### src/rtl/pwm_from_count.sv
// PWM generator driven by an external free-running 4-bit count. It detects 15->0 wraps,
// applies duty changes only at period boundaries, and flags breaks in the count sequence.
module pwm_from_count (
  input  logic       clk,
  input  logic       reset,
  input  logic [3:0] count_in,
  input  logic [3:0] duty_in,
  input  logic       duty_load,
  output logic       pwm_out,
  output logic       period_tick,
  output logic [3:0] duty_active,
  output logic [7:0] period_cnt,
  output logic       seq_err,
  output logic [3:0] err_cnt
);

  logic [3:0] r_prev;
  logic       r_valid;
  logic [3:0] r_pending;
  logic       r_pending_valid;

  logic [3:0] w_prev_inc;
  logic       w_wrap_now;
  logic       w_seq_bad;
  logic [3:0] w_duty_eff;

  assign w_prev_inc = r_prev + 4'd1;
  assign w_wrap_now = r_valid && (r_prev == 4'd15) && (count_in == 4'd0);
  assign w_seq_bad  = r_valid && (count_in != w_prev_inc);

  // Duty in force after this edge: a load coinciding with the wrap beats the pending value
  always_comb begin
    w_duty_eff = duty_active;
    if (w_wrap_now) begin
      if (duty_load) begin
        w_duty_eff = duty_in;
      end else if (r_pending_valid) begin
        w_duty_eff = r_pending;
      end else begin
        w_duty_eff = duty_active;
      end
    end else begin
      w_duty_eff = duty_active;
    end
  end

  // Count tracking and pending-duty bookkeeping
  always_ff @(posedge clk or posedge reset) begin
    if (reset) begin
      r_prev          <= 4'd0;
      r_valid         <= 1'b0;
      r_pending       <= 4'd0;
      r_pending_valid <= 1'b0;
    end else begin
      r_prev  <= count_in;
      r_valid <= 1'b1;
      if (w_wrap_now) begin
        r_pending_valid <= 1'b0;
      end else if (duty_load) begin
        r_pending       <= duty_in;
        r_pending_valid <= 1'b1;
      end
    end
  end

  // Registered outputs
  always_ff @(posedge clk or posedge reset) begin
    if (reset) begin
      pwm_out     <= 1'b0;
      period_tick <= 1'b0;
      duty_active <= 4'd0;
      period_cnt  <= 8'd0;
      seq_err     <= 1'b0;
      err_cnt     <= 4'd0;
    end else begin
      duty_active <= w_duty_eff;
      pwm_out     <= (count_in < w_duty_eff);
      period_tick <= w_wrap_now;
      seq_err     <= w_seq_bad;
      if (w_wrap_now) begin
        period_cnt <= period_cnt + 8'd1;
      end
      if (w_seq_bad && (err_cnt != 4'd15)) begin
        err_cnt <= err_cnt + 4'd1;
      end
    end
  end

endmodule

### config.mk
export PLATFORM = sky130hd
export DESIGN_NAME = pwm_from_count
export DESIGN_NICKNAME = d
export VERILOG_FILES = /design/src/rtl/pwm_from_count.sv
export SDC_FILE = /design/constraint.sdc
export NUM_CORES = 1
export LEC_CHECK = 0
export CORE_ASPECT_RATIO = 1.1
export CORE_MARGIN = 5
export CORE_UTILIZATION = 50
export DETAILED_ROUTE_END_ITERATION = 12
export PLACE_DENSITY = 0.78
export SLEW_MARGIN = 20
export SYNTH_ARGS = -nofsm -noshare
export SYNTH_HDL_FRONTEND = slang
export SYNTH_SLANG_ARGS = --single-unit
export TNS_END_PERCENT = 1
### constraint.sdc
create_clock -name clk -period 2.56 [get_ports clk]
set_input_delay 0.512 -clock clk [delete_from_list [all_inputs] [get_ports clk]]
set_output_delay 0.512 -clock clk [all_outputs]
set_load 0.03 [all_outputs]
# == Word-level counts from Yosys, hierarchy flattened ==
# Index checks and enable logic that the tools add are counted.
# totals
register_bits,29
in_bits,11
# op_classes
n_addsub,3
n_lt_le_gt_ge,1
eq_ne,3
mux,5
bitwise,1
n_reduce_logical,7
# op_table
cell,n
two-way mux 4 bit,3
adder 4 x 1 -> 4 bit (second input constant),2
adder 8 x 1 -> 8 bit (second input constant),1
equality test 4 bit (second input constant),1
logical AND 1 bit,4
logical NOT 4 bit,1
less-than comparator 4 bit,1
!= test 4 bit,1
!= test 4 bit (second input constant),1
two-way mux 1 bit,2
AND reduction 2 bit,1
nonzero test 2 bit,1
inverter 1 bit,1

# == Depth between registers and ports, before layout ==
# Gate-level depths: netlist of run 1.
# logic_depth
depth_word,5
depth_mapped,11

# == Least setup slack after synthesis of run 1 ==
# No wires, ideal clock.
# synth_path
path_type,register to register
from,reg r_prev[0]
to,reg pwm_out
setup_ns,0.064
arrival_ns,2.027
t_required_ns,2.496
slack_ns,0.469
path_stages_with_launch,10
path_buffers,0
path_cell_list,dfrtp_1 ha_1 and4_1 and4b_1 o21bai_1 o221ai_1 ha_1 a21oi_1 nor3b_1 a21bo_1
# synth_between
elab_chain_len,5
# synth_rtl
element,line_no,source
from (decl),17,logic [3:0] r_prev;
from (signal assigned),55,r_prev <= count_in;
equality test 4 bit,28,assign w_wrap_now = r_valid && (r_prev == 4'd15) && (count_in == 4'd0);
logical AND 1 bit (2 in a row),28,
two-way mux 4 bit,34,if (w_wrap_now) begin
less-than comparator 4 bit,77,pwm_out <= (count_in < w_duty_eff);
to (signal assigned),77,
to (decl),9,"output logic pwm_out,"
# Every way passes these cells.
# A chain may end at the register's enable or synchronous reset.

# == Worst setup path in the final report of run 1 ==
# layout_path
from,in count_in[0]
to,reg pwm_out
# layout_between
elab_chain_len,4
# layout_rtl
element,line_no,source
from (decl),6,"input logic [3:0] count_in,"
logical NOT 4 bit,28,
logical AND 1 bit,28,
two-way mux 4 bit,34,
less-than comparator 4 bit *,77,
# Mark *: on every way between the ends. The rest lies on a longest branch, timed or not.

==> metrics.yaml, run 1 <==
synth-edff-count: 0
layout-drive-gt1-share: 0.2134
grt_overflow: 0
netlist_instances: 116
fin_skew_ns: 0.006472
io_pins: 30
r2r_start: "r_prev[0]"
ctsResizeCount: 0
dieArea_mm2: 0.004049
vdd.ir_drop.worst_mv: 0.5940
r2r_setup_slack_ns: 0.17
outcome: "finished, final reports clean"
critPathKind: "in2reg"
clock.fmax_mhz: 414.7
grt_pass1_vias: 1095
yosysMostFrequentCell: "dfrtp_1"
worstHoldStart: "period_cnt[6]"
antenna_cells: 0
power.leakage_nw: 0.8888
crit_cells: 10
hold_class: "reg2reg"
min_to: "period_cnt[6]"
cts_root_buffer: "clkbuf_4"
die_w_um: 61.13
arrival_ns: 2.63
h-tree-depth: 2
yosysWarnings: 0
port_buffers: 29
syn_avg_cell_area_um2: 12.39
power_w: 0.001326
ff2ff_path_depth: 9
clkTransAtPathRegs_ns: 0.09
nNetsFinal: 180
antenna_found_initial: 0
die_h_um: 66.24
grt_usage: 0.1726
whs_path_depth: 1
rsz0062_at_grt: "no"
cp_top_family: "simple AND/OR/NAND/NOR gates"
hpwl_mm: 2.285
drtPass1Iterations: 4
drc_errors: 0
timing.final.ws_setup_ns: 0.1488
clk_path_buf_depth: 2
vias_per_cell: 5.411
netlist.top_cell.by_area: "dfrtp_1"
crit_chain: "clkdlybuf4s50_1 -> nor4_4 -> nand2_4 -> buf_4 -> nor2_1 -> o21ai_0 -> ha_1 -> nand2_1 -> o21ai_0 -> a21bo_1"
insertion_delay_ns: 0.33
fp.coreArea_mm2: 0.002778
preCtsSetupSlack_ns: -0.1750
synthToLayoutAreaGrowth_pct: 34.38
synth_area_leaders: "dfrtp_1, xnor2_1, ha_1, mux2_2, nand2_1"
synth-seq-cells: 29
min_period_over_period: 0.9419
tritoncts: "built"
path_max_fanout: 4
numCtsBuffers: 5
finalWirelength_mm: 2.952
cp_common_cell: "o21ai_0"
design_area_mm2: 0.001932
async_flop_share: 1.000
rows: 20
synth.distinct_cells: 39
fillers: 222
synth_top_area_share: 0.5048
yosys-top-cells-count: "dfrtp_1, nand2_1, xnor2_1"
synthFlopType: "dfrtp_1"
seq_area_frac_synth: 0.5048
drv_slew: 0
dpl_cell_area_mm2: 0.001847
cts.sinks: 29
hold_viol: 0
maxCapViolations: 0
ant_nets: 0
crit_path_end_kind: "flop"
vias: 1066
slowest_delay_ns: 0.46
synth_fp_nets: 133
fin_crit_ns: 2.411
power_density_mw_per_mm2: 686.5
drt-initial-drc-count: 43
reg2reg_to: "pwm_out"
cts_setup_buffers: 0
mappedNetlistArea_mm2: 0.001438
finalSetupViolCount: 0
crit_slowest_cell: "clkdlybuf4s50_1"
place_congestion: 0.9269
startpoint_type: "input port"
start_util: 0.5176
grt_max_degree: 30
grt_pass1_wl_mm: 5.064
holdBufCountCts: 0
cp.required_ns: 2.78
critPathBufInv: 2
wl_per_cell_um: 14.98
flip-flops by register name (all words and copies together), names as in the netlist:
name,cells
duty_active,4
r_valid,1
seq_err,1
r_pending,4
r_pending_valid,1
period_tick,1
period_cnt,8
r_prev,4
err_cnt,4
pwm_out,1
placed cells by master (no fill, tap or decap), types with 4 or more instances in the layout:
master	instances
buf_4	13
nand4_1	5
nand2_1	9
o21ai_0	4
nor2_1	7
mux2_2	6
ha_1	6
xnor2_1	9
dfrtp_1	29
clkdlybuf4s50_1	29
clkbuf_4	5
where the power goes:
part           total (W)  leakage [nW]  internal [W]  switching, W
clock network   0.000391        0.0455      0.000233      0.000158
logic           0.000361         0.479      0.000178      0.000183
registers       0.000574         0.364      0.000511     0.0000634
per-stage QoR:
step / instances / utilization / setup TNS (ns) / hold WS [ns]
floorplan: 116 / - / 0 / 0.4722
global placement: 189 / 0.6649 / -0.09154 / 0.4775
detailed placement: 189 / 0.6649 / -0.1750 / 0.4851
CTS: 197 / 0.6955 / 0 / 0.4978
global route: 197 / 0.6955 / 0 / 0.5427
finish: 197 / 0.6955 / 0 / 0.4967
cell type report:
| class | instances | area (um2) | share of cell area |
|---|---|---|---|
| clock buffer | 7 | 55.05 | 0.02850 |
| clock inverter | 1 | 30.03 | 0.01554 |
| multi-input combinational | 83 | 679.4 | 0.3517 |
| sequential | 29 | 725.7 | 0.3756 |
| inverter | 2 | 12.51 | 0.006477 |
| tap | 33 | 41.29 | 0.02137 |
| timing repair buffer | 42 | 387.9 | 0.2008 |
routing by layer:
layer | vias up | global-route usage | wire length (um)
li1 | 520 | - | -
met1 | 509 | 0.1856 | 1150
met2 | 26 | 0.2989 | 1554
met3 | 11 | 0.04492 | 147
met4 | 0 | 0.09214 | 99
met5 | - | 0 | 0
kinds of logic (layout without fill, tap and decap cells):
logic type / count (synthesis) / in the layout / synth area share
compound gates: 20 / 20 / 0.1088
xor+xnor: 13 / 13 / 0.09400
fa+ha+maj: 6 / 6 / 0.05222
buf+inv: 4 / 52 / 0.02262
flops: 29 / 29 / 0.5048
mux: 6 / 6 / 0.04699
other cells: 1 / 1 / 0.002608
simple gates: 37 / 37 / 0.1680
worst max-delay path by stage:
| stage | end | slack (ns) | startpoint |
|---|---|---|---|
| finish | pwm_out | 0.15 | count_in[0] |
| detailed placement | pwm_out | -0.17 | count_in[0] |
| global placement | pwm_out | -0.09 | count_in[0] |
| CTS | pwm_out | 0.15 | count_in[0] |
| floorplan | pwm_out | 0.47 | r_prev[0] |
| global route | pwm_out | 0.02 | r_prev[0] |
(Power assumes the default switching activity.)
==> run 2: changes to the inputs <==
--- a/config.mk
+++ b/config.mk
@@ -7,9 +7,10 @@
 export LEC_CHECK = 0
 export CORE_ASPECT_RATIO = 1.1
 export CORE_MARGIN = 5
-export CORE_UTILIZATION = 50
+export CORE_UTILIZATION = 45
 export DETAILED_ROUTE_END_ITERATION = 12
-export PLACE_DENSITY = 0.78
+export MAX_ROUTING_LAYER = met4
+export PLACE_DENSITY = 0.72
 export SLEW_MARGIN = 20
 export SYNTH_ARGS = -nofsm -noshare
 export SYNTH_HDL_FRONTEND = slang
==> metrics.yaml, run 2 (synthesis gave the netlist of run 1 again) <==
synthToLayoutAreaGrowth_pct: 32.90  # was 34.38%
grt_overflow: 0  # unchanged
grt_max_degree: 30  # unchanged
whs_path_depth: 1  # unchanged
power.leakage_nw: 0.8791  # was 0.8888 nW
largest_reg_flops: 8  # unchanged
antenna_cells: 0  # unchanged
fin_skew_ns: 0.006456  # was 0.006472 ns
ant_nets: 0  # unchanged
reg2reg_to: "pwm_out"  # unchanged
rows: 21  # was 20
cts_root_buffer: "clkbuf_4"  # unchanged
crit_path_end_kind: "flop"  # unchanged
fillers: 262  # was 222
finalWirelength_mm: 2.842  # was 2.952 mm
drv_slew: 0  # unchanged
arrival_ns: 2.65  # was 2.63 ns
critPathKind: "in2reg"  # unchanged
hold_class: "reg2reg"  # unchanged
fin_crit_ns: 2.422  # was 2.411 ns
grt_usage: 0.1431  # was 0.1726
die_w_um: 63.89  # was 61.13 um
top_register: "period_cnt"  # unchanged
fp.coreArea_mm2: 0.003074  # was 0.002778 mm2
h-tree-depth: 2  # unchanged
drtPass1Iterations: 2  # was 4
worstHoldStart: "period_cnt[6]"  # unchanged
ff2ff_path_depth: 11  # was 9
outcome: "finished, final reports clean"  # unchanged
path_max_fanout: 13  # was 4
drc_errors: 0  # unchanged
grt_pass1_wl_mm: 4.816  # was 5.064 mm
min_to: "period_cnt[6]"  # unchanged
wl_per_cell_um: 14.43  # was 14.98 um
numCtsBuffers: 5  # unchanged
rsz0062_at_grt: "no"  # unchanged
r2r_start: "r_prev[0]"  # unchanged
vias: 1050  # was 1,066
die_h_um: 69.28  # was 66.24 um
vias_per_cell: 5.330  # was 5.411
start_util: 0.4676  # was 0.5176
cts_setup_buffers: 0  # unchanged
holdBufCountCts: 0  # unchanged
dieArea_mm2: 0.004426  # was 0.004049 mm2
cp.required_ns: 2.78  # about the same
fin_util: 0.6215  # was 0.6955
ctsResizeCount: 0  # unchanged
r2r_setup_slack_ns: 0.20  # was 0.17 ns
cts.sinks: 29  # unchanged
vdd.ir_drop.worst_mv: 0.5348  # was 0.5940 mV
io_pins: 30  # unchanged
hpwl_mm: 2.185  # was 2.285 mm
clock.fmax_mhz: 412.8  # was 414.7 MHz
tritoncts: "built"  # unchanged
min_period_over_period: 0.9462  # was 0.9419
power_w: 0.001247  # was 0.001326 W
nNetsFinal: 179  # was 180
maxCapViolations: 0  # unchanged
port_buffers: 29  # unchanged
layout-drive-gt1-share: 0.2147  # was 0.2134
drt-initial-drc-count: 34  # was 43
insertion_delay_ns: 0.33  # about the same
grt_pass1_vias: 1078  # was 1,095
place_congestion: 0.9608  # was 0.9269
finalSetupViolCount: 0  # unchanged
clkTransAtPathRegs_ns: 0.09  # about the same
antenna_found_initial: 0  # unchanged
clk_path_buf_depth: 2  # unchanged
power_density_mw_per_mm2: 652.9  # was 686.5 mW/mm2
startpoint_type: "input port"  # unchanged
mostFrequentLayoutCells: "dfrtp_1, clkdlybuf4s50_1, buf_4"  # unchanged
hold_viol: 0  # unchanged
-- run 2: area by class of cell --
| cell class | instances | area [um2] | share of cell area |
|---|---|---|---|
| inverters | 2 | 12.51 | 0.006549 |
| clock buffers | 7 | 65.06 | 0.03405 |
| clock inverters | 1 | 5.005 | 0.002620 |
| repair buffers | 41 | 380.4 | 0.1991 |
| well taps | 34 | 42.54 | 0.02227 |
| flip-flops and latches | 29 | 725.7 | 0.3798 |
| multi-input cells | 83 | 679.4 | 0.3556 |
-- run 2: metrics by stage --
step,std cells,hold slack (ns),setup TNS [ns],cell area (um2),setup slack (ns)
floorplan,116,0.4722,0,1438,0.4695
global placement,189,0.4765,-0.1483,1841,-0.1483
detailed placement,189,0.4796,-0.2072,1841,-0.2072
CTS,197,0.4964,0,1911,0.1540
global route,197,0.5296,0,1911,0.02209
finish,197,0.4926,0,1911,0.1378
-- run 2: routing by layer --
layer | vias to the layer above | wire [um] | track usage | part of all wire
met3 | 6 | 157 | 0.05511 | 0.055
met5 | - | 0 | - | 0
met1 | 502 | 1149 | 0.1588 | 0.40
met2 | 22 | 1476 | 0.2223 | 0.52
met4 | 0 | 58 | 0.06928 | 0.020
li1 | 520 | - | - | -
-- run 2: how the worst max path moves through the flow --
stage	start	to	cells after the start
2_1_floorplan	r_prev[0]	pwm_out	9
6_report	count_in[0]	pwm_out	11
5_1_grt	r_prev[0]	pwm_out	9
4_1_cts	count_in[0]	pwm_out	11
3_5_place_dp	count_in[0]	pwm_out	11
3_3_place_gp	count_in[0]	pwm_out	11
-- run 2: critical path, stage by stage --
cell and delay (ns):
clkdlybuf4s50_1 0.46, nor4_4 0.41, nand2_4 0.11, inv_6 0.07
buf_4 0.19, o21ai_0 0.16, o21ai_0 0.14, ha_1 0.19
a21oi_1 0.07, nor3b_1 0.14, a21bo_1 0.18
-- run 2: power breakdown --
part           internal (W)  leakage (nW)  switching, W
clock              0.000159        0.0413      0.000158
combinational      0.000178         0.473      0.000181
sequential         0.000511         0.364     0.0000603
